File: config.mk
export PLATFORM = sky130hd
export DESIGN_NAME = alu_req_scheduler
export DESIGN_NICKNAME = d
export VERILOG_FILES = /design/src/rtl/alu_req_scheduler_pkg.sv /design/src/rtl/alu_req_scheduler_rr_arbiter.sv /design/src/rtl/alu_req_scheduler.sv
export SDC_FILE = /design/constraint.sdc
export NUM_CORES = 1
export LEC_CHECK = 0
export BUFFER_PORTS_ARGS = -buffer_cell sky130_fd_sc_hd__buf_2
export CAP_MARGIN = 40
export CORE_UTILIZATION = 32
export CTS_BUF_LIST = sky130_fd_sc_hd__clkbuf_2
export CTS_CLUSTER_DIAMETER = 50
export CTS_CLUSTER_SIZE = 12
export DETAILED_ROUTE_END_ITERATION = 16
export PLACE_DENSITY = 0.62
export SETUP_SLACK_MARGIN = 0.15
export SLEW_MARGIN = 20
export SYNTH_ARGS = -nofsm -noshare
export SYNTH_HDL_FRONTEND = slang
export SYNTH_SLANG_ARGS = --single-unit
File: constraint.sdc
create_clock -name i_clk -period 4 [get_ports i_clk]
set_clock_uncertainty 0.05 [all_clocks]
set_input_delay 0.4 -clock i_clk [delete_from_list [all_inputs] [get_ports i_clk]]
set_output_delay 0.4 -clock i_clk [all_outputs]
set_load 0.02 [all_outputs]
File: src/rtl/alu_req_scheduler_pkg.sv
// Shared types and helpers for the ALU request scheduler: FSM state encoding,
// default widths and a constant clog2 used for parameter checks.
package alu_req_scheduler_pkg;

    localparam int DEF_DATA_WIDTH = 8;
    localparam int DEF_OPCODE_SZ  = 6;
    localparam int CNT_W          = 4;

    typedef enum logic [1:0] {
        ST_IDLE    = 2'd0,
        ST_ACCEPT  = 2'd1,
        ST_EXEC    = 2'd2,
        ST_RESPOND = 2'd3
    } state_e;

    function automatic int clog2(input int n);
        int r;
        r = 0;
        for (int i = 0; i < 32; i++) begin
            if ((1 << r) < n) r++;
        end
        return r;
    endfunction

endpackage

File: src/rtl/alu_req_scheduler_rr_arbiter.sv
// Combinational round-robin select: first asserted request at ptr, ptr+1, ... wrapping.
// Zero latency; no backpressure of its own, the caller decides when to sample.
module alu_req_scheduler_rr_arbiter
    import alu_req_scheduler_pkg::*;
#(
    parameter int NUM_REQ = 2,
    parameter int ID_W    = 2
) (
    input  logic [NUM_REQ-1:0] req_i,
    input  logic [ID_W-1:0]    ptr_i,
    output logic [NUM_REQ-1:0] gnt_oh_o,
    output logic [ID_W-1:0]    gnt_id_o,
    output logic               any_req_o
);

    always_comb begin
        gnt_oh_o  = '0;
        gnt_id_o  = '0;
        any_req_o = 1'b0;
        for (int i = 0; i < NUM_REQ; i++) begin
            for (int j = 0; j < NUM_REQ; j++) begin
                if (!any_req_o && (j == ((int'(ptr_i) + i) % NUM_REQ)) && req_i[j]) begin
                    any_req_o   = 1'b1;
                    gnt_oh_o[j] = 1'b1;
                    gnt_id_o    = ID_W'(j);
                end
            end
        end
    end

endmodule

File: src/rtl/alu_req_scheduler.sv
// Round-robin scheduler sharing one combinational ALU among NUM_REQ command sources.
// Latency: accept 1 cycle after valid, response ALU_LAT+2 cycles after valid; one command in flight.
module alu_req_scheduler
    import alu_req_scheduler_pkg::*;
#(
    parameter int NUM_REQ    = 2,
    parameter int DATA_WIDTH = DEF_DATA_WIDTH,
    parameter int OPCODE_SZ  = DEF_OPCODE_SZ,
    parameter int ALU_LAT    = 1,
    parameter int ID_W       = 2
) (
    input  logic                          i_clk,
    input  logic                          i_reset_n,
    input  logic [NUM_REQ-1:0]            i_req_valid,
    input  logic [NUM_REQ*OPCODE_SZ-1:0]  i_req_opcode,
    input  logic [NUM_REQ*DATA_WIDTH-1:0] i_req_op_a,
    input  logic [NUM_REQ*DATA_WIDTH-1:0] i_req_op_b,
    output logic [NUM_REQ-1:0]            o_req_ready,
    output logic [DATA_WIDTH-1:0]         o_op_a,
    output logic [DATA_WIDTH-1:0]         o_op_b,
    output logic [OPCODE_SZ-1:0]          o_op_code,
    input  logic [DATA_WIDTH-1:0]         i_result_data,
    output logic                          o_rsp_valid,
    output logic [ID_W-1:0]               o_rsp_id,
    output logic [DATA_WIDTH-1:0]         o_rsp_data,
    input  logic [NUM_REQ-1:0]            i_rsp_ready,
    output logic                          o_busy
);

    if (ALU_LAT < 1 || ALU_LAT > 15) begin : g_bad_lat
        $error("alu_req_scheduler: ALU_LAT must be in 1..15");
    end
    if (NUM_REQ < 2 || NUM_REQ > 4) begin : g_bad_nreq
        $error("alu_req_scheduler: NUM_REQ must be in 2..4");
    end
    if (ID_W < clog2(NUM_REQ)) begin : g_bad_idw
        $error("alu_req_scheduler: ID_W too narrow for NUM_REQ");
    end

    localparam logic [CNT_W-1:0] LAT_LAST = CNT_W'(ALU_LAT - 1);

    state_e                  state_q;
    logic [ID_W-1:0]         ptr_q, ptr_d;
    logic [ID_W-1:0]         grant_q;
    logic [CNT_W-1:0]        cnt_q;
    logic [NUM_REQ-1:0]      req_ready_q;
    logic [DATA_WIDTH-1:0]   op_a_q, op_b_q, rsp_data_q;
    logic [OPCODE_SZ-1:0]    op_code_q;
    logic                    rsp_valid_q, busy_q;
    logic [ID_W-1:0]         rsp_id_q;

    logic [NUM_REQ-1:0]      arb_oh;
    logic [ID_W-1:0]         arb_id;
    logic                    arb_any;

    logic                    sel_valid, sel_rsp_rdy;
    logic [OPCODE_SZ-1:0]    sel_opcode;
    logic [DATA_WIDTH-1:0]   sel_a, sel_b;

    alu_req_scheduler_rr_arbiter #(
        .NUM_REQ (NUM_REQ),
        .ID_W    (ID_W)
    ) u_arb (
        .req_i     (i_req_valid),
        .ptr_i     (ptr_q),
        .gnt_oh_o  (arb_oh),
        .gnt_id_o  (arb_id),
        .any_req_o (arb_any)
    );

    // Mux the granted requester's channel without variable-width bit selects.
    always_comb begin
        sel_valid   = 1'b0;
        sel_rsp_rdy = 1'b0;
        sel_opcode  = '0;
        sel_a       = '0;
        sel_b       = '0;
        for (int n = 0; n < NUM_REQ; n++) begin
            if (grant_q == ID_W'(n)) begin
                sel_valid   = i_req_valid[n];
                sel_rsp_rdy = i_rsp_ready[n];
                sel_opcode  = i_req_opcode[n*OPCODE_SZ +: OPCODE_SZ];
                sel_a       = i_req_op_a[n*DATA_WIDTH +: DATA_WIDTH];
                sel_b       = i_req_op_b[n*DATA_WIDTH +: DATA_WIDTH];
            end
        end
    end

    assign ptr_d = (grant_q == ID_W'(NUM_REQ - 1)) ? '0 : grant_q + 1'b1;

    always_ff @(posedge i_clk or negedge i_reset_n) begin
        if (!i_reset_n) begin
            state_q     <= ST_IDLE;
            ptr_q       <= '0;
            grant_q     <= '0;
            cnt_q       <= '0;
            req_ready_q <= '0;
            op_a_q      <= '0;
            op_b_q      <= '0;
            op_code_q   <= '0;
            rsp_valid_q <= 1'b0;
            rsp_id_q    <= '0;
            rsp_data_q  <= '0;
            busy_q      <= 1'b0;
        end else begin
            case (state_q)
                ST_IDLE: begin
                    if (arb_any) begin
                        grant_q     <= arb_id;
                        req_ready_q <= arb_oh;
                        busy_q      <= 1'b1;
                        state_q     <= ST_ACCEPT;
                    end
                end
                ST_ACCEPT: begin
                    req_ready_q <= '0;
                    if (sel_valid) begin
                        op_code_q <= sel_opcode;
                        op_a_q    <= sel_a;
                        op_b_q    <= sel_b;
                        cnt_q     <= '0;
                        state_q   <= ST_EXEC;
                    end else begin
                        // Requester withdrew: abandon the grant, keep pointer and ALU inputs.
                        busy_q  <= 1'b0;
                        state_q <= ST_IDLE;
                    end
                end
                ST_EXEC: begin
                    cnt_q <= cnt_q + 1'b1;
                    if (cnt_q == LAT_LAST) begin
                        rsp_data_q  <= i_result_data;
                        rsp_valid_q <= 1'b1;
                        rsp_id_q    <= grant_q;
                        state_q     <= ST_RESPOND;
                    end
                end
                ST_RESPOND: begin
                    if (sel_rsp_rdy) begin
                        rsp_valid_q <= 1'b0;
                        ptr_q       <= ptr_d;
                        busy_q      <= 1'b0;
                        state_q     <= ST_IDLE;
                    end
                end
                default: state_q <= ST_IDLE;
            endcase
        end
    end

    assign o_req_ready = req_ready_q;
    assign o_op_a      = op_a_q;
    assign o_op_b      = op_b_q;
    assign o_op_code   = op_code_q;
    assign o_rsp_valid = rsp_valid_q;
    assign o_rsp_id    = rsp_id_q;
    assign o_rsp_data  = rsp_data_q;
    assign o_busy      = busy_q;

endmodule

==> results by group <==
Status
  – Status: finished, final reports clean

Detailed routing
  – DR vias: 1,489
  – DR vias/cell: 4.55
  – WL per Instance: 12.8 microns
  – DRC Markers: 0
  – Antenna viol nets, final: 0
  – Final WL: 4170 microns
  – 1st-pass router iterations: 4
  – Drt initial violations: 19

Clocking
  – Num CTS Buffers: 5
  – H-tree depth: 2
  – Clock Sinks: 43
  – Clk pin slew, worst setup/hold paths: 0.20 ns
  – Clock latency on the worst-skew pair: 0.37 ns
  – CTS root buf: clkbuf_2
  – CTS tree: done
  – Worst-case clock buffer depth: 2

Synthesis
  – Register area share after synthesis: 0.506
  – Post-Syn Instances: 157
  – Largest family of logic cells by synthesized area: multiplexers
  – EDFF count, synth: 0
  – Syn_area_per_cell: 13.6 sq um
  – Ys async rst share: 1.00
  – Synth Area in Compound Gates: 0.0558
  – Mux cell area share after synthesis: 0.315
  – Synth Area in XOR/XNOR: 0.00823
  – Post-synth top area cell: dfrtp_1
  – Synthesized area: 2130 sq um
  – Top_reg_cell synth: dfrtp_1
  – Syn Nets: 217
  – Synthesis-stage register bit count: 43
  – Share of synthesized cell area in and, or, nand and nor gates: 0.0606
  – Ys Warns: 0
  – Netlist cell types: 34
  – Dominant cells by area after synthesis: dfrtp_1 51%, mux2_2 21%, mux2_4 9.9%
  – Adder-cell share of the synthesized area: 0.0118
  – Synth top area share: 0.506

Die
  – DIE AREA: 6980 sq um
  – Die X: 83.6 microns
  – Die height: 83.6 microns
  – Ports: 94
  – Initial Util: 0.333
  – Cell Rows: 29
  – Core area: 6390 sq um

Global routing
  – Gr usage total: 0.127
  – Antenna violations before repair: 0
  – Global-route wire length before repair: 7110 microns
  – GRT overflow: 0
  – Maximum number of pins on one net before global-route repair: 28
  – Via count of the first global-routing pass: 1,518

Worst setup path
  – CP max FO: 17
  – Max incr delay on CP: 0.68 ns
  – Worst path slowest cell: nor3b_4
  – Worst R2R Path Depth: 3
  – CP Capture Type: flop
  – Cell Chain, Critical Path: nor3b_4 -> buf_4 -> mux2_2
  – Worst Path Required: 4.22 ns
  – Levels on crit path: 3
  – Arrival time at the worst endpoint: 2.44 ns
  – Crit start category: flop
  – Critical path type: flop to flop
  – WP buf/inv: 1
  – Crit path max-delay family: simple AND/OR/NAND/NOR gates

Timing
  – Tmin final: 2.22 ns
  – RSZ-0062 raised after global routing: no
  – Slew margin rel.: 0.532
  – Final setup margin: 1.78 ns
  – TNS Setup: 0 ns
  – Final Hold Fails: 0
  – Final Setup Violations: 0
  – Worst Tran Pin Value: 0.701 ns
  – Pins Over Slew Limit: 0
  – Fmax: 450 MHz
  – Post-route clock period utilization: 0.555

Placed design
  – Setup WS pre-CTS: 1.74 ns
  – IO buf count: 92
  – DP HPWL: 3130 microns
  – Post-Place Cells: 320
  – RePlAce Congestion: 0.665

Layout
  – Final net count: 311
  – Number of antenna diodes: 0
  – Fin cells: 327
  – Syn-to-layout area delta: 26.2%
  – Layout cells sized above 1: 0.628

Hold path
  – Worst hold stages: 2
  – Hold Crit Class: input pin to flop

Pwr
  – Leakage power: 1.33 nW
  – PwrDens: 776 nW/um^2
  – VDD IR-drop max: 0.000332 V
  – Power Total: 0.00208 W

Job
  – Max capacitance violation total: 0
[registers in the layout (all words and copies together) (netlist names), 2 cells and up, named ones only]
| register | count |
|---|---|
| cnt_q | 4 |
| o_op_b | 8 |
| o_op_code | 6 |
| o_op_a | 8 |
| o_req_ready | 2 |
| o_rsp_data | 8 |
[per-stage QoR]
| step | util | hold slack [ns] | area (sq um) |
|---|---|---|---|
| after floorplan | - | 0.0544 | 2130 |
| after global placement | 0.411 | 0.434 | 2630 |
| after detailed placement | 0.414 | 0.307 | 2650 |
| after CTS | 0.420 | 0.152 | 2690 |
| after global routing | 0.420 | 0.132 | 2690 |
| final | 0.420 | 0.184 | 2690 |
[cells in the final DEF (no fill, tap or decap), types with 3 or more instances in the layout]
master and instances:
nand3_1 4, clkbuf_2 6, nand2_1 10, mux2_2 39, dfrtp_1 43, o21ai_0 6
nor2_1 3, buf_2 92, mux2_4 14
[per-layer routing]
| layer | share of wire | up-vias | wire length [microns] | global-route usage |
|---|---|---|---|---|
| li1 | - | 749 | - | - |
| met1 | 0.46 | 675 | 1900 | 0.165 |
| met2 | 0.46 | 60 | 1910 | 0.206 |
| met3 | 0.078 | 5 | 327 | 0.0346 |
| met4 | 0.0079 | 0 | 33 | 0.0416 |
| met5 | 0 | - | 0 | 0 |
[cells in the mapped netlist (2+ instances only)]
| master | number |
|---|---|
| nand2_1 | 10 |
| dfrtp_1 | 43 |
| mux2i_1 | 2 |
| buf_6 | 2 |
| xor2_1 | 2 |
| nor2_1 | 3 |
| inv_1 | 2 |
| clkbuf_1 | 3 |
| ha_1 | 2 |
| nand2b_1 | 2 |
| a21oi_1 | 2 |
| mux2_4 | 14 |
| a31oi_1 | 2 |
| nand3_1 | 4 |
| mux2_2 | 39 |
| o21ai_0 | 6 |
| o21ba_2 | 2 |
[kinds of logic after synthesis]
kind of cell | count (synthesis)
buffers and inverters | 11
adder cells (fa/ha/maj) | 2
other | 1
flip-flops | 43
AND/OR/NAND/NOR | 25
XOR/XNOR | 2
AO/OA/AOI/OAI | 18
multiplexers | 55
[repair_timing]
action	in CTS	in global routing
setup endpoints to repair	0	0
hold buffers	1	0
endpoints found under the hold margin	16	0
setup buffers	0	0
gates resized for setup	0	0
[final timing paths]
check / startpoint / to / slack [ns]
worst max-delay path: state_q[0] / o_op_b[7] / 1.78
worst min-delay path: i_result_data[1] / o_rsp_data[1] / 0.18
worst max register to register: state_q[0] / o_op_b[7] / 1.78
worst min register to register: o_op_b[4] / o_op_b[4] / 0.47
max in group asynchronous: i_reset_n / o_op_a[7] / 3.02
min in group asynchronous: i_reset_n / o_busy / 0.40
[area by class of cell]
type	count	area, sq um
fill	635	3700
tap	77	96.3
inverter	2	7.51
timing repair buffer	96	505
multi-input combinational	103	970
sequential	43	1080
clock buffer	6	30.0
[report_power, final]
group	switching (W)	leakage, nW	internal (W)	total [W]
logic	0.000558	0.794	0.000555	0.00111
clock network	0.000127	0.0249	0.0000396	0.000167
registers	0.000153	0.510	0.000653	0.000806
total	0.000838	1.33	0.00125	0.00208
No activity file was read; power rests on OpenSTA's default activity.
